File: config.mk
export PLATFORM = sky130hd
export DESIGN_NAME = instruction_fetch_unit_flat
export DESIGN_NICKNAME = d
export VERILOG_FILES = /design/src/rtl/risc_pkg.sv /design/src/rtl/instruction_fetch_unit_if.sv /design/src/rtl/instruction_fetch_unit.sv /design/src/flat_wrapper.sv
export SDC_FILE = /design/constraint.sdc
export NUM_CORES = 1
export LEC_CHECK = 0
export ABC_AREA = 1
export ABC_CLOCK_PERIOD_IN_PS = 1450
export CORE_ASPECT_RATIO = 0.8
export CORE_UTILIZATION = 56
export CTS_CLUSTER_SIZE = 30
export DETAILED_ROUTE_END_ITERATION = 12
export DONT_BUFFER_PORTS = 1
export PLACE_DENSITY_LB_ADDON = 0.3
export REMOVE_ABC_BUFFERS = 1
export SYNTH_ARGS = -nofsm -noshare
export SYNTH_HDL_FRONTEND = slang
export SYNTH_SLANG_ARGS = --single-unit
File: constraint.sdc
create_clock -name clk -period 1.45 [get_ports clk]
set_input_delay 0.2175 -clock clk [delete_from_list [all_inputs] [get_ports clk]]
set_output_delay 0.2175 -clock clk [all_outputs]
set_load 0.005 [all_outputs]
File: src/rtl/risc_pkg.sv
// Shared constants and types for the small RISC core: word/address widths,
// opcode field position, the halt opcode and the fetch state encoding.
package risc_pkg;

  localparam int PC_WIDTH     = 8;
  localparam int INSTR_WIDTH  = 16;

  // Opcode field occupies the top nibble of every instruction word.
  localparam int OPCODE_MSB   = 15;
  localparam int OPCODE_LSB   = 12;
  localparam int OPCODE_WIDTH = OPCODE_MSB - OPCODE_LSB + 1;

  localparam logic [OPCODE_WIDTH-1:0] HALT_OPCODE = 4'b1111;

  typedef enum logic [1:0] {
    IDLE,
    FETCH,
    HALTED
  } fetch_state_t;

  // Extract the opcode field of an instruction word.
  function automatic logic [OPCODE_WIDTH-1:0] opcode_of(input logic [INSTR_WIDTH-1:0] word);
    return word[OPCODE_MSB:OPCODE_LSB];
  endfunction

  // True when the word stops the fetch stream.
  function automatic logic is_halt(input logic [INSTR_WIDTH-1:0] word);
    return opcode_of(word) == HALT_OPCODE;
  endfunction

endpackage

File: src/rtl/instruction_fetch_unit_if.sv
// Fetch-side bus: combinational instruction-memory read port plus the
// valid/ready hand-off of fetched instructions to the decode stage.
// The master is the fetch unit; the slave is memory + decode.
interface instruction_fetch_unit_if;
  import risc_pkg::*;

  logic [PC_WIDTH-1:0]    imem_addr;
  logic [INSTR_WIDTH-1:0] imem_data;
  logic                   instr_valid;
  logic                   instr_ready;
  logic [INSTR_WIDTH-1:0] instr;
  logic [PC_WIDTH-1:0]    instr_pc;

  modport master (
    output imem_addr,
    input  imem_data,
    output instr_valid,
    input  instr_ready,
    output instr,
    output instr_pc
  );

  modport slave (
    input  imem_addr,
    output imem_data,
    input  instr_valid,
    output instr_ready,
    input  instr,
    input  instr_pc
  );

endinterface

File: src/rtl/instruction_fetch_unit.sv
// Instruction fetch unit: owns the program counter, reads instruction memory
// combinationally at pc, registers the word into a one-entry output holding
// register and hands it to decode over valid/ready. Supports stall, redirect
// with flush, and stopping on the halt opcode.
module instruction_fetch_unit
  import risc_pkg::*;
#(
  parameter logic [PC_WIDTH-1:0] RESET_PC = '0
) (
  input  logic                clk,
  input  logic                rst_n,
  input  logic                start,
  input  logic                redirect_valid,
  input  logic [PC_WIDTH-1:0] redirect_pc,
  output logic                halted,
  output logic                busy,
  instruction_fetch_unit_if.master fetch_bus
);

  fetch_state_t           state;
  logic [PC_WIDTH-1:0]    pc;
  logic                   instr_valid_q;
  logic [INSTR_WIDTH-1:0] instr_q;
  logic [PC_WIDTH-1:0]    instr_pc_q;
  logic                   slot_free;

  // The holding register can take a new word when it is empty or being drained.
  assign slot_free = !instr_valid_q || fetch_bus.instr_ready;

  // Memory is addressed straight from pc; there is no address register.
  assign fetch_bus.imem_addr   = pc;
  assign fetch_bus.instr_valid = instr_valid_q;
  assign fetch_bus.instr       = instr_q;
  assign fetch_bus.instr_pc    = instr_pc_q;

  // Fetch state machine: pc, holding register and registered status flags.
  // NOTE: non-blocking assignments so every register sees pre-edge values of the others.
  always_ff @(posedge clk or negedge rst_n) begin
    if (!rst_n) begin
      state         <= IDLE;
      pc            <= RESET_PC;
      instr_valid_q <= 1'b0;
      instr_q       <= '0;
      instr_pc_q    <= '0;
      halted        <= 1'b0;
      busy          <= 1'b0;
    end else begin
      case (state)
        IDLE: begin
          if (start) begin
            state <= FETCH;
            pc    <= RESET_PC;
            busy  <= 1'b1;
          end
        end

        FETCH: begin
          if (redirect_valid) begin
            // Flush wins over delivery: the held word is dropped even if accepted now.
            pc            <= redirect_pc;
            instr_valid_q <= 1'b0;
          end else if (slot_free) begin
            instr_q       <= fetch_bus.imem_data;
            instr_pc_q    <= pc;
            instr_valid_q <= 1'b1;
            if (is_halt(fetch_bus.imem_data)) begin
              // Halt word is still delivered; pc stays on it.
              state  <= HALTED;
              halted <= 1'b1;
              busy   <= 1'b0;
            end else begin
              pc <= pc + PC_WIDTH'(1);
            end
          end
        end

        HALTED: begin
          if (redirect_valid) begin
            state         <= FETCH;
            pc            <= redirect_pc;
            instr_valid_q <= 1'b0;
            halted        <= 1'b0;
            busy          <= 1'b1;
          end else if (instr_valid_q && fetch_bus.instr_ready) begin
            instr_valid_q <= 1'b0;
          end
        end

        default: begin
          state         <= IDLE;
          instr_valid_q <= 1'b0;
          halted        <= 1'b0;
          busy          <= 1'b0;
        end
      endcase
    end
  end

endmodule

File: src/flat_wrapper.sv
// flat-port wrapper written by rule: the top's interface ports become plain ports
module instruction_fetch_unit_flat import risc_pkg::*;
#(
  parameter logic [PC_WIDTH-1:0] RESET_PC = '0
)
  (clk, rst_n, start, redirect_valid, redirect_pc, halted, busy, fetch_bus_imem_addr, fetch_bus_imem_data, fetch_bus_instr_valid, fetch_bus_instr_ready, fetch_bus_instr, fetch_bus_instr_pc);
  instruction_fetch_unit_if fetch_bus_i ();
  input  logic clk;
  input  logic rst_n;
  input  logic start;
  input  logic redirect_valid;
  input  logic [PC_WIDTH-1:0] redirect_pc;
  output logic halted;
  output logic busy;
  output wire logic [$bits(fetch_bus_i.imem_addr)-1:0] fetch_bus_imem_addr;
  input wire logic [$bits(fetch_bus_i.imem_data)-1:0] fetch_bus_imem_data;
  output wire logic [$bits(fetch_bus_i.instr_valid)-1:0] fetch_bus_instr_valid;
  input wire logic [$bits(fetch_bus_i.instr_ready)-1:0] fetch_bus_instr_ready;
  output wire logic [$bits(fetch_bus_i.instr)-1:0] fetch_bus_instr;
  output wire logic [$bits(fetch_bus_i.instr_pc)-1:0] fetch_bus_instr_pc;
  assign fetch_bus_imem_addr = fetch_bus_i.imem_addr;
  assign fetch_bus_i.imem_data = fetch_bus_imem_data;
  assign fetch_bus_instr_valid = fetch_bus_i.instr_valid;
  assign fetch_bus_i.instr_ready = fetch_bus_instr_ready;
  assign fetch_bus_instr = fetch_bus_i.instr;
  assign fetch_bus_instr_pc = fetch_bus_i.instr_pc;
  instruction_fetch_unit #(.RESET_PC(RESET_PC)) u_core (.clk(clk), .rst_n(rst_n), .start(start), .redirect_valid(redirect_valid), .redirect_pc(redirect_pc), .halted(halted), .busy(busy), .fetch_bus(fetch_bus_i));
endmodule
==> results of run 1 <==
[cells in the final DEF (no fill, tap or decap), drive strengths merged]
| cell type | instances |
|---|---|
| a21oi | 2 |
| a22o | 1 |
| buf | 24 |
| clkbuf | 6 |
| clkinv | 2 |
| dfrtp | 37 |
| dlygate4sd3 | 1 |
| ha | 6 |
| inv | 16 |
| mux2 | 18 |
| nand2 | 69 |
| nand3 | 9 |
| nand4 | 1 |
| nor2 | 20 |
| nor3 | 2 |
| o21ai | 13 |
| o21bai | 1 |
| o22a | 1 |
| o31ai | 1 |
| or2 | 2 |
[kinds of logic (layout without fill, tap and decap cells)]
group	after synthesis	in the layout	synth area share, %
and+or+nand+nor	103	103	22.9
DFF	37	37	48.1
AOI/OAI and AO/OA	19	19	5.99
muxes	18	18	14.1
adders and majority gates	6	6	3.90
buffers and inverters	21	49	5.01
[where the power goes]
| group | internal (mW) | switching (mW) | total [mW] |
|---|---|---|---|
| Combinational | 1.21 | 1.09 | 2.29 |
| Sequential | 1.52 | 0.466 | 1.98 |
| Clock | 0.385 | 0.363 | 0.747 |
[state kept, by name, summed over array words and instances, names as in the netlist]
name,flops
u_core.fetch_bus.imem_addr,8
u_core.halted,1
u_core.fetch_bus.instr,16
u_core.state,2
u_core.fetch_bus.instr_pc,8
u_core.busy,1
u_core.fetch_bus.instr_valid,1
[cell type report]
type / instances / area (sq um) / area share, %
clock buffers: 6 / 82.6 / 3.54
inverters: 16 / 60.1 / 2.58
repair buffers: 25 / 234 / 10.0
multi-input cells: 146 / 962 / 41.3
well taps: 40 / 50.0 / 2.15
clock inverters: 2 / 13.8 / 0.591
flip-flops and latches: 37 / 927 / 39.8
[per-layer routing]
layer  global-route usage (%)  vias to the layer above  share of wire [%]
li1                         -                      705                  -
met1                     29.3                      696                 41
met2                     37.8                       88                 46
met3                     7.92                       14                9.9
met4                     13.5                        0                2.8
met5                        0                        -                  0
[final timing paths]
kind / startpoint / endpoint / slack (ns) / depth (start not counted)
max in group asynchronous: rst_n / u_core.state[0]$_DFFE_PN0P_ / 0.86 / 2
min in group asynchronous: rst_n / u_core.fetch_bus.instr[15]$_DFFE_PN0P_ / 0.40 / 2
max reg2reg: u_core.state[1]$_DFFE_PN0P_ / u_core.fetch_bus.instr[8]$_DFFE_PN0P_ / -0.07 / 7
min: fetch_bus_imem_data[15] / u_core.fetch_bus.instr[15]$_DFFE_PN0P_ / 0.07 / 1
max: u_core.state[1]$_DFFE_PN0P_ / u_core.fetch_bus.instr[8]$_DFFE_PN0P_ / -0.07 / 7
min reg2reg: u_core.fetch_bus.instr_pc[0]$_DFFE_PN0P_ / u_core.fetch_bus.instr_pc[0]$_DFFE_PN0P_ / 0.53 / 2
[metrics by stage]
stage / setup WS, ns / area [sq um] / cells
after floorplan: -0.169 / 1890 / 199
after global placement: -0.116 / 2100 / 259
after detailed placement: -0.165 / 2100 / 259
after CTS: -0.0680 / 2280 / 272
after global routing: -0.156 / 2330 / 272
final: -0.0706 / 2330 / 272
[critical path, cell delays in order (launching register included)]
cell	delay [ns]
dfrtp_1	0.41
inv_2	0.11
ha_4	0.14
inv_2	0.04
nor2_4	0.14
nand2_4	0.09
buf_12	0.16
mux2_4	0.30
[repair_timing]
item                       in CTS  in global routing
gates resized for setup        12                 12
setup endpoints to repair      33                 33
hold endpoints to repair       37                  0
buffers inserted                3                  0
hold buffers                    2                  0
pin swaps                       9                  8
==> results.json, run 1 <==
{
  "worst_slack_ns": -0.0706,
  "hold_path.class": "primary input to flip-flop",
  "wl_per_cell_um": 15.5,
  "ant_nets": 0,
  "p_leak_nw": 1.19,
  "syn_inst": 204,
  "ys_seq_elements": 37,
  "fin_skew_ns": 0.00423,
  "tightest_slew_ns": 0.301,
  "place_congestion": 0.904,
  "h-tree-depth": 2,
  "clock_sinks": 37,
  "fin_crit_sh_pct": 105,
  "core_area_sq_um": 3180,
  "cts.path.max_buffers": 2,
  "cts-buffers-inserted": 5,
  "setup_viol": 26,
  "power_density_nw_per_um2": 2160,
  "fin_util_pct": 73.4,
  "syn_to_final_growth_pct": 21.1,
  "ys_seq_area_share_pct": 48.1,
  "dr.pass1.iters": 4,
  "grt_pass1_vias": 1418,
  "drt_iter0_drc": 65,
  "routed_wl_mm": 4.21,
  "final.fill_count": 210,
  "whs_ns": 0.0714,
  "rsz0062_at_grt": "yes",
  "grt_max_degree": 38,
  "clk-insertion-delay-late_ns": 0.29,
  "start_kind": "flip-flop",
  "relSlewSlack_pct": 79.9,
  "arrival_ns": 1.70,
  "die-area_sq_um": 3670,
  "start_util_pct": 60.6,
  "drive_gt1_share_pct": 30.6,
  "dp_hpwl_mm": 3.02,
  "grt_use_total_pct": 24.1,
  "hold_viol_final": 0,
  "timing.fmax_ghz": 0.658,
  "critPathKind": "flip-flop to flip-flop",
  "drc": 0,
  "grt_pass1_wl_mm": 6.18,
  "cts_tree": "built",
  "gr-total-overflow": 0,
  "portBuffers": 0,
  "num_vias": 1503,
  "synth.distinct_cells": 27,
  "drv_slew": 0,
  "synth_top_cells_by_area": "dfrtp_1 (48%), mux2_4 (14%), nand2_1 (13%), ha_1 (3.9%), nor2_1 (3.3%)",
  "status": "finished, violations left",
  "synth.most_common_cell": "nand2_1",
  "min_period_ns": 1.52,
  "yosys_warnings": 0,
  "clkSlewWorstSetupHoldPaths_ns": 0.07,
  "fin_nets": 266,
  "report.power.total_mw": 5.03,
  "die_w_um": 67.5,
  "viasPerCell": 5.53,
  "critical_path_required_ns": 1.62,
  "die_y_um": 54.4,
  "synth_top_area_cell": "dfrtp_1",
  "violations": "setup timing",
  "num_antenna_cells": 0,
  "endpoint_kind": "flip-flop",
  "synthFlopType": "dfrtp_1",
  "clock-root-buffer": "clkbuf_8",
  "synth_edf_count": 0,
  "vdd_drop_max_v": 0.00133,
  "cap_violations": 0,
  "path_max_fanout": 14,
  "setup_tns_ns": -1.36,
  "netlist.area_leader.share_pct": 48.1,
  "row_count": 18,
  "async_flop_share_pct": 100,
  "synth_area_sq_um": 1920,
  "syn_avg_cell_area_sq_um": 9.43,
  "io_pins": 64,
  "antenna_found_initial": 0,
  "synth_common_cells": "nand2_1 (66), dfrtp_1 (37), mux2_4 (18)"
}
No activity file was read; power rests on OpenSTA's default activity.
==> inputs of run 2 (changes only) <==
--- a/config.mk
+++ b/config.mk
@@ -17,3 +17,4 @@
 export SYNTH_ARGS = -nofsm -noshare
 export SYNTH_HDL_FRONTEND = slang
 export SYNTH_SLANG_ARGS = --single-unit
+export TNS_END_PERCENT = 10
==> run 2 against run 1 <==
Effect of this change: the run still ends with setup timing left; die area is the same; clock power is essentially flat; clock-buffer cell count is the same; combinational power shrank 2%; via count shrank 0.53%; sequential cell count is the same; core utilization shrank 0.79 points; cell count is the same; power shrank 1.2%; sequential power is essentially flat; first-iteration DRC count grew 12%; critical path type unchanged; critical endpoint unchanged; largest cell class unchanged; highest routed layer unchanged.
==> results.json, run 2 (synthesis gave the netlist of run 1 again) <==
{
  "status": "finished, violations left",
  "violations": "setup timing",
  "final_area_sq_um": 2300,
  "cpMostUsedCell": "inv_2",
  "clock_sinks": 37,
  "dr_wl_met2_mm": 1.92,
  "min_from": "fetch_bus_imem_data[15]",
  "portBuffers": 0,
  "endpoint_kind": "flip-flop",
  "cts_tree": "built",
  "syn_to_final_growth_pct": 19.8,
  "dp_cells": 259,
  "met3WireLength_um": 433,
  "core_area_sq_um": 3180,
  "routed_wl_mm": 4.16,
  "cell_internal_pwr_mw": 3.08,
  "slowest_stage": "dfrtp_1",
  "layout_commonest_cell": "nand2_1",
  "num_vias": 1495,
  "largest_reg_flops": 16,
  "viasPerCell": 5.50,
  "wl_per_cell_um": 15.3,
  "power_density_nw_per_um2": 2150,
  "ant_nets": 0,
  "fin_util_pct": 72.6,
  "r2r-start": "u_core.state[1]$_DFFE_PN0P_",
  "drv_slew": 0,
  "top_layer": "met4",
  "dp_hpwl_mm": 3.02,
  "cap_violations": 0,
  "worstPathCellList": "inv_2 -> ha_2 -> inv_2 -> nor2_4 -> nand2_4 -> buf_12 -> mux2_4",
  "die-area_sq_um": 3670,
  "dr.pass1.iters": 4,
  "switching_share_pct": 38.0,
  "clk-insertion-delay-late_ns": 0.29,
  "critPathMaxStageDelay_ns": 0.41,
  "seqPwrFrac_pct": 39.7,
  "p_leak_nw": 1.18,
  "pre_cts_slack_ns": -0.165,
  "grt_use_total_pct": 24.1,
  "row_count": 18,
  "arrival_ns": 1.71,
  "worst_slack_ns": -0.0855,
  "vdd_drop_max_v": 0.00131,
  "startpoint": "u_core.state[1]$_DFFE_PN0P_",
  "setup_viol": 30,
  "die_w_um": 67.5,
  "hold_path.class": "primary input to flip-flop",
  "grt_pass1_vias": 1421,
  "fin_skew_ns": 0.00518,
  "final_cell_mix": "nand2_1 (66), dfrtp_1 (37), buf_4 (20)",
  "p_switching_mw": 1.88,
  "num_antenna_cells": 0,
  "start_kind": "flip-flop",
  "clkPwrFrac_pct": 15.0,
  "clock-root-buffer": "clkbuf_8",
  "die_y_um": 54.4,
  "rrSetupSlack_ns": -0.09,
  "min_period_ns": 1.54,
  "drc": 0,
  "place_congestion": 0.904,
  "antenna_found_initial": 0,
  "grt_max_degree": 38,
  "hold_viol_final": 0,
  "drive_gt1_share_pct": 29.7,
  "fin_crit_sh_pct": 106,
  "critical_path_required_ns": 1.62,
  "drt_iter0_drc": 73,
  "critPathKind": "flip-flop to flip-flop",
  "path_max_fanout": 14,
  "clkSlewWorstSetupHoldPaths_ns": 0.07,
  "gr-total-overflow": 0,
  "cts.path.max_buffers": 2,
  "timing.fmax_ghz": 0.651,
  "m1WireLength_mm": 1.70,
  "io_pins": 64,
  "start_util_pct": 60.6,
  "rsz0062_at_grt": "yes",
  "relSlewSlack_pct": 79.8,
  "placed_cell_area_sq_um": 2100,
  "tightest_slew_ns": 0.302,
  "setup_tns_ns": -1.75,
  "final.fill_count": 214,
  "p_comb_share_pct": 45.3,
  "cts-buffers-inserted": 5,
  "h-tree-depth": 2,
  "fin_nets": 266,
  "finalNonFillerCells": 272,
  "grt_pass1_wl_mm": 6.19
}
==> run 2: cell counts in the layout (fill, tap and decap cells not counted) <==
Identical to the previous run, type by type.
==> run 2: area by class of cell <==
cell class | count | area [sq um] | area share, %
timing repair buffer | 25 | 223 | 9.66
tap | 40 | 50.0 | 2.17
multi-input combinational | 146 | 950 | 41.2
sequential | 37 | 926 | 40.2
clock inverter | 2 | 13.8 | 0.597
inverter | 16 | 60.1 | 2.61
clock buffer | 6 | 82.6 | 3.58
==> run 2: worst paths after layout <==
| check | cells after the start | endpoint |
|---|---|---|
| setup / recovery | 7 | u_core.fetch_bus.instr[8]$_DFFE_PN0P_ |
| hold / removal | 1 | u_core.fetch_bus.instr[15]$_DFFE_PN0P_ |
| setup reg to reg | 7 | u_core.fetch_bus.instr[8]$_DFFE_PN0P_ |
| hold reg to reg | 2 | u_core.fetch_bus.instr_pc[3]$_DFFE_PN0P_ |
| max in group asynchronous | 2 | u_core.fetch_bus.imem_addr[5]$_DFFE_PN0P_ |
| min in group asynchronous | 2 | u_core.fetch_bus.instr[15]$_DFFE_PN0P_ |
==> run 2: metal layers <==
metal  up-vias  global-route usage, %
met3        12                   7.92
met2        77                   37.8
met5         -                      0
li1        707                      -
met1       699                   29.4
met4         0                   13.5
==> run 2: power groups by stage <==
stage	clock (mW)	combinational (mW)	sequential [mW]
floorplan	0	1.38	1.87
global placement	0	1.90	1.96
detailed placement	0	1.99	1.97
CTS	0.764	2.18	1.97
global route	0.818	2.45	2.05
finish	0.746	2.25	1.97
==> run 2: worst max-delay path: cells and delay by family (launching register included) <==
| kind | cells | cell delay [ns] |
|---|---|---|
| adders and majority gates | 1 | 0.19 |
| buffers and inverters | 3 | 0.30 |
| DFF | 1 | 0.41 |
| muxes | 1 | 0.30 |
| and+or+nand+nor | 2 | 0.22 |
==> run 2: repair_timing <==
item                                   CTS  global route
endpoints found under the hold margin   37             0
pin swaps                                9             7
buffers inserted                         3             0
gates resized for setup                 12             4
hold buffers                             2             0
setup endpoints to repair               33            33
==> run 2: through the flow <==
step,hold slack (ns),total power [mW]
after floorplan,-0.0781,3.25
after global placement,-0.0774,3.86
after detailed placement,-0.0774,3.96
after CTS,0.0646,4.92
after global routing,0.0505,5.32
final,0.0710,4.96
==> inputs of run 3 (changes only) <==
--- a/config.mk
+++ b/config.mk
@@ -14,6 +14,7 @@
 export DONT_BUFFER_PORTS = 1
 export PLACE_DENSITY_LB_ADDON = 0.3
 export REMOVE_ABC_BUFFERS = 1
+export SKIP_CTS_REPAIR_TIMING = 1
 export SYNTH_ARGS = -nofsm -noshare
 export SYNTH_HDL_FRONTEND = slang
 export SYNTH_SLANG_ARGS = --single-unit
==> run 3 against run 2 <==
Effect of this change: the run still ends with setup timing left; largest cell class unchanged; largest power group unchanged; worst setup slack got worse by 0.054 ns; highest routed layer unchanged; power rose by 0.38%; critical path type unchanged; combinational power barely moved; register-to-register slack got worse by 0.05 ns; worst hold slack improved by 0.0027 ns; clock power fell by 1%.
==> results.json, run 3 (synthesis gave the netlist of run 1 again) <==
{
  "layout_commonest_cell": "nand2_1",
  "grt_pass1_wl_mm": 5.87,
  "h-tree-depth": 2,
  "final_cell_mix": "nand2_1 (65), dfrtp_1 (37), buf_4 (21)",
  "worst_slack_ns": -0.139,
  "antenna_found_initial": 0,
  "clock-root-buffer": "clkbuf_8",
  "fin_nets": 267,
  "die-area_sq_um": 3670,
  "wl_per_cell_um": 15.4,
  "cts.path.max_buffers": 2,
  "ant_nets": 0,
  "setup_viol": 31,
  "start_util_pct": 60.6,
  "grt_use_total_pct": 22.8,
  "clock_sinks": 37,
  "dr.pass1.iters": 4,
  "drv_slew": 0,
  "relSlewSlack_pct": 79.7,
  "row_count": 18,
  "rsz0062_at_grt": "yes",
  "num_antenna_cells": 0,
  "critical_path_required_ns": 1.68,
  "report.power.total_mw": 4.98,
  "grt_max_degree": 38,
  "min_period_ns": 1.59,
  "core_area_sq_um": 3180,
  "place_congestion": 0.904,
  "hold_path.class": "primary input to flip-flop",
  "drc": 0,
  "arrival_ns": 1.81,
  "setup_tns_ns": -3.45,
  "die_w_um": 67.5,
  "drt_iter0_drc": 69,
  "syn_to_final_growth_pct": 20.2,
  "gr-total-overflow": 0,
  "endpoint_kind": "flip-flop",
  "largest_reg_flops": 16,
  "clkSlewWorstSetupHoldPaths_ns": 0.07,
  "tightest_slew_ns": 0.304,
  "num_vias": 1485,
  "timing.fmax_ghz": 0.629,
  "io_pins": 64,
  "vdd_drop_max_v": 0.00129,
  "drive_gt1_share_pct": 30.0,
  "routed_wl_mm": 4.19,
  "hold_viol_final": 0,
  "power_density_nw_per_um2": 2150,
  "p_leak_nw": 1.19,
  "start_kind": "flip-flop",
  "path_max_fanout": 8,
  "cts-buffers-inserted": 5,
  "dp_hpwl_mm": 3.02,
  "cap_violations": 0,
  "violations": "setup timing",
  "portBuffers": 0,
  "grt_pass1_vias": 1388,
  "fin_skew_ns": 0.00536,
  "fin_crit_sh_pct": 110,
  "pre_cts_slack_ns": -0.165,
  "status": "finished, violations left",
  "cts_tree": "built",
  "clk-insertion-delay-late_ns": 0.29,
  "viasPerCell": 5.44,
  "die_y_um": 54.4,
  "critPathKind": "flip-flop to flip-flop"
}
==> run 3: changes by cell type in the layout (fill, tap and decap cells not counted) <==
cell | before | now
buf_4 | 20 | 21
ha_1 | 3 | 4
ha_2 | 1 | 0
nand2_1 | 66 | 65
nand2_2 | 1 | 2
o21ai_0 | 9 | 10
o21ai_1 | 2 | 1
==> run 3: metrics by stage <==
stage / instance area, sq um / util (%) / hold slack, ns / cells
2_1_floorplan: 1890 / - / -0.0781 / 199
3_3_place_gp: 2100 / 66.1 / -0.0774 / 259
3_5_place_dp: 2100 / 66.1 / -0.0774 / 259
4_1_cts: 2200 / 69.1 / -0.397 / 267
5_1_grt: 2310 / 72.8 / 0.0528 / 273
6_report: 2310 / 72.8 / 0.0736 / 273
==> run 3: final cells by class <==
type	instances	area, sq um
multi-input cells	146	950
inverters	16	60.1
well taps	40	50.0
clock inverters	2	13.8
fillers	216	863
repair buffers	26	230
flip-flops and latches	37	926
clock buffers	6	82.6
==> run 3: worst max-delay path: stages, from the launching register on <==
cell and delay (ns):
dfrtp_1 0.41, buf_6 0.14, ha_4 0.16, nand2_2 0.08
o21ai_2 0.07, nor2_2 0.16, nand2_4 0.10, nor2_4 0.24
nand2_1 0.09, nand2_1 0.07
==> run 3: power breakdown <==
group	switching [mW]	internal (mW)
Combinational	1.07	1.20
Clock	0.353	0.385
Sequential	0.460	1.52
Total	1.89	3.10
==> run 3: final timing paths <==
| kind | startpoint | to | slack, ns | cells past startpoint |
|---|---|---|---|---|
| setup reg to reg | u_core.state[1]$_DFFE_PN0P_ | u_core.fetch_bus.imem_addr[3]$_DFFE_PN0P_ | -0.14 | 9 |
| hold / removal | fetch_bus_imem_data[15] | u_core.fetch_bus.instr[15]$_DFFE_PN0P_ | 0.07 | 1 |
| setup / recovery | u_core.state[1]$_DFFE_PN0P_ | u_core.fetch_bus.imem_addr[3]$_DFFE_PN0P_ | -0.14 | 9 |
| hold reg to reg | u_core.fetch_bus.instr_pc[3]$_DFFE_PN0P_ | u_core.fetch_bus.instr_pc[3]$_DFFE_PN0P_ | 0.53 | 2 |
| max in group asynchronous | rst_n | u_core.fetch_bus.imem_addr[0]$_DFFE_PN0P_ | 0.89 | 2 |
| min in group asynchronous | rst_n | u_core.fetch_bus.instr_pc[5]$_DFFE_PN0P_ | 0.38 | 2 |
==> run 3: metal layers <==
layer  wire length (um)  global-route usage, %  up-vias
met5                  0                      0        -
met4                 90                   13.5        0
met3                416                   7.92       10
met2               2000                   35.5       72
met1               1680                   27.5      694
li1                   -                      -      709
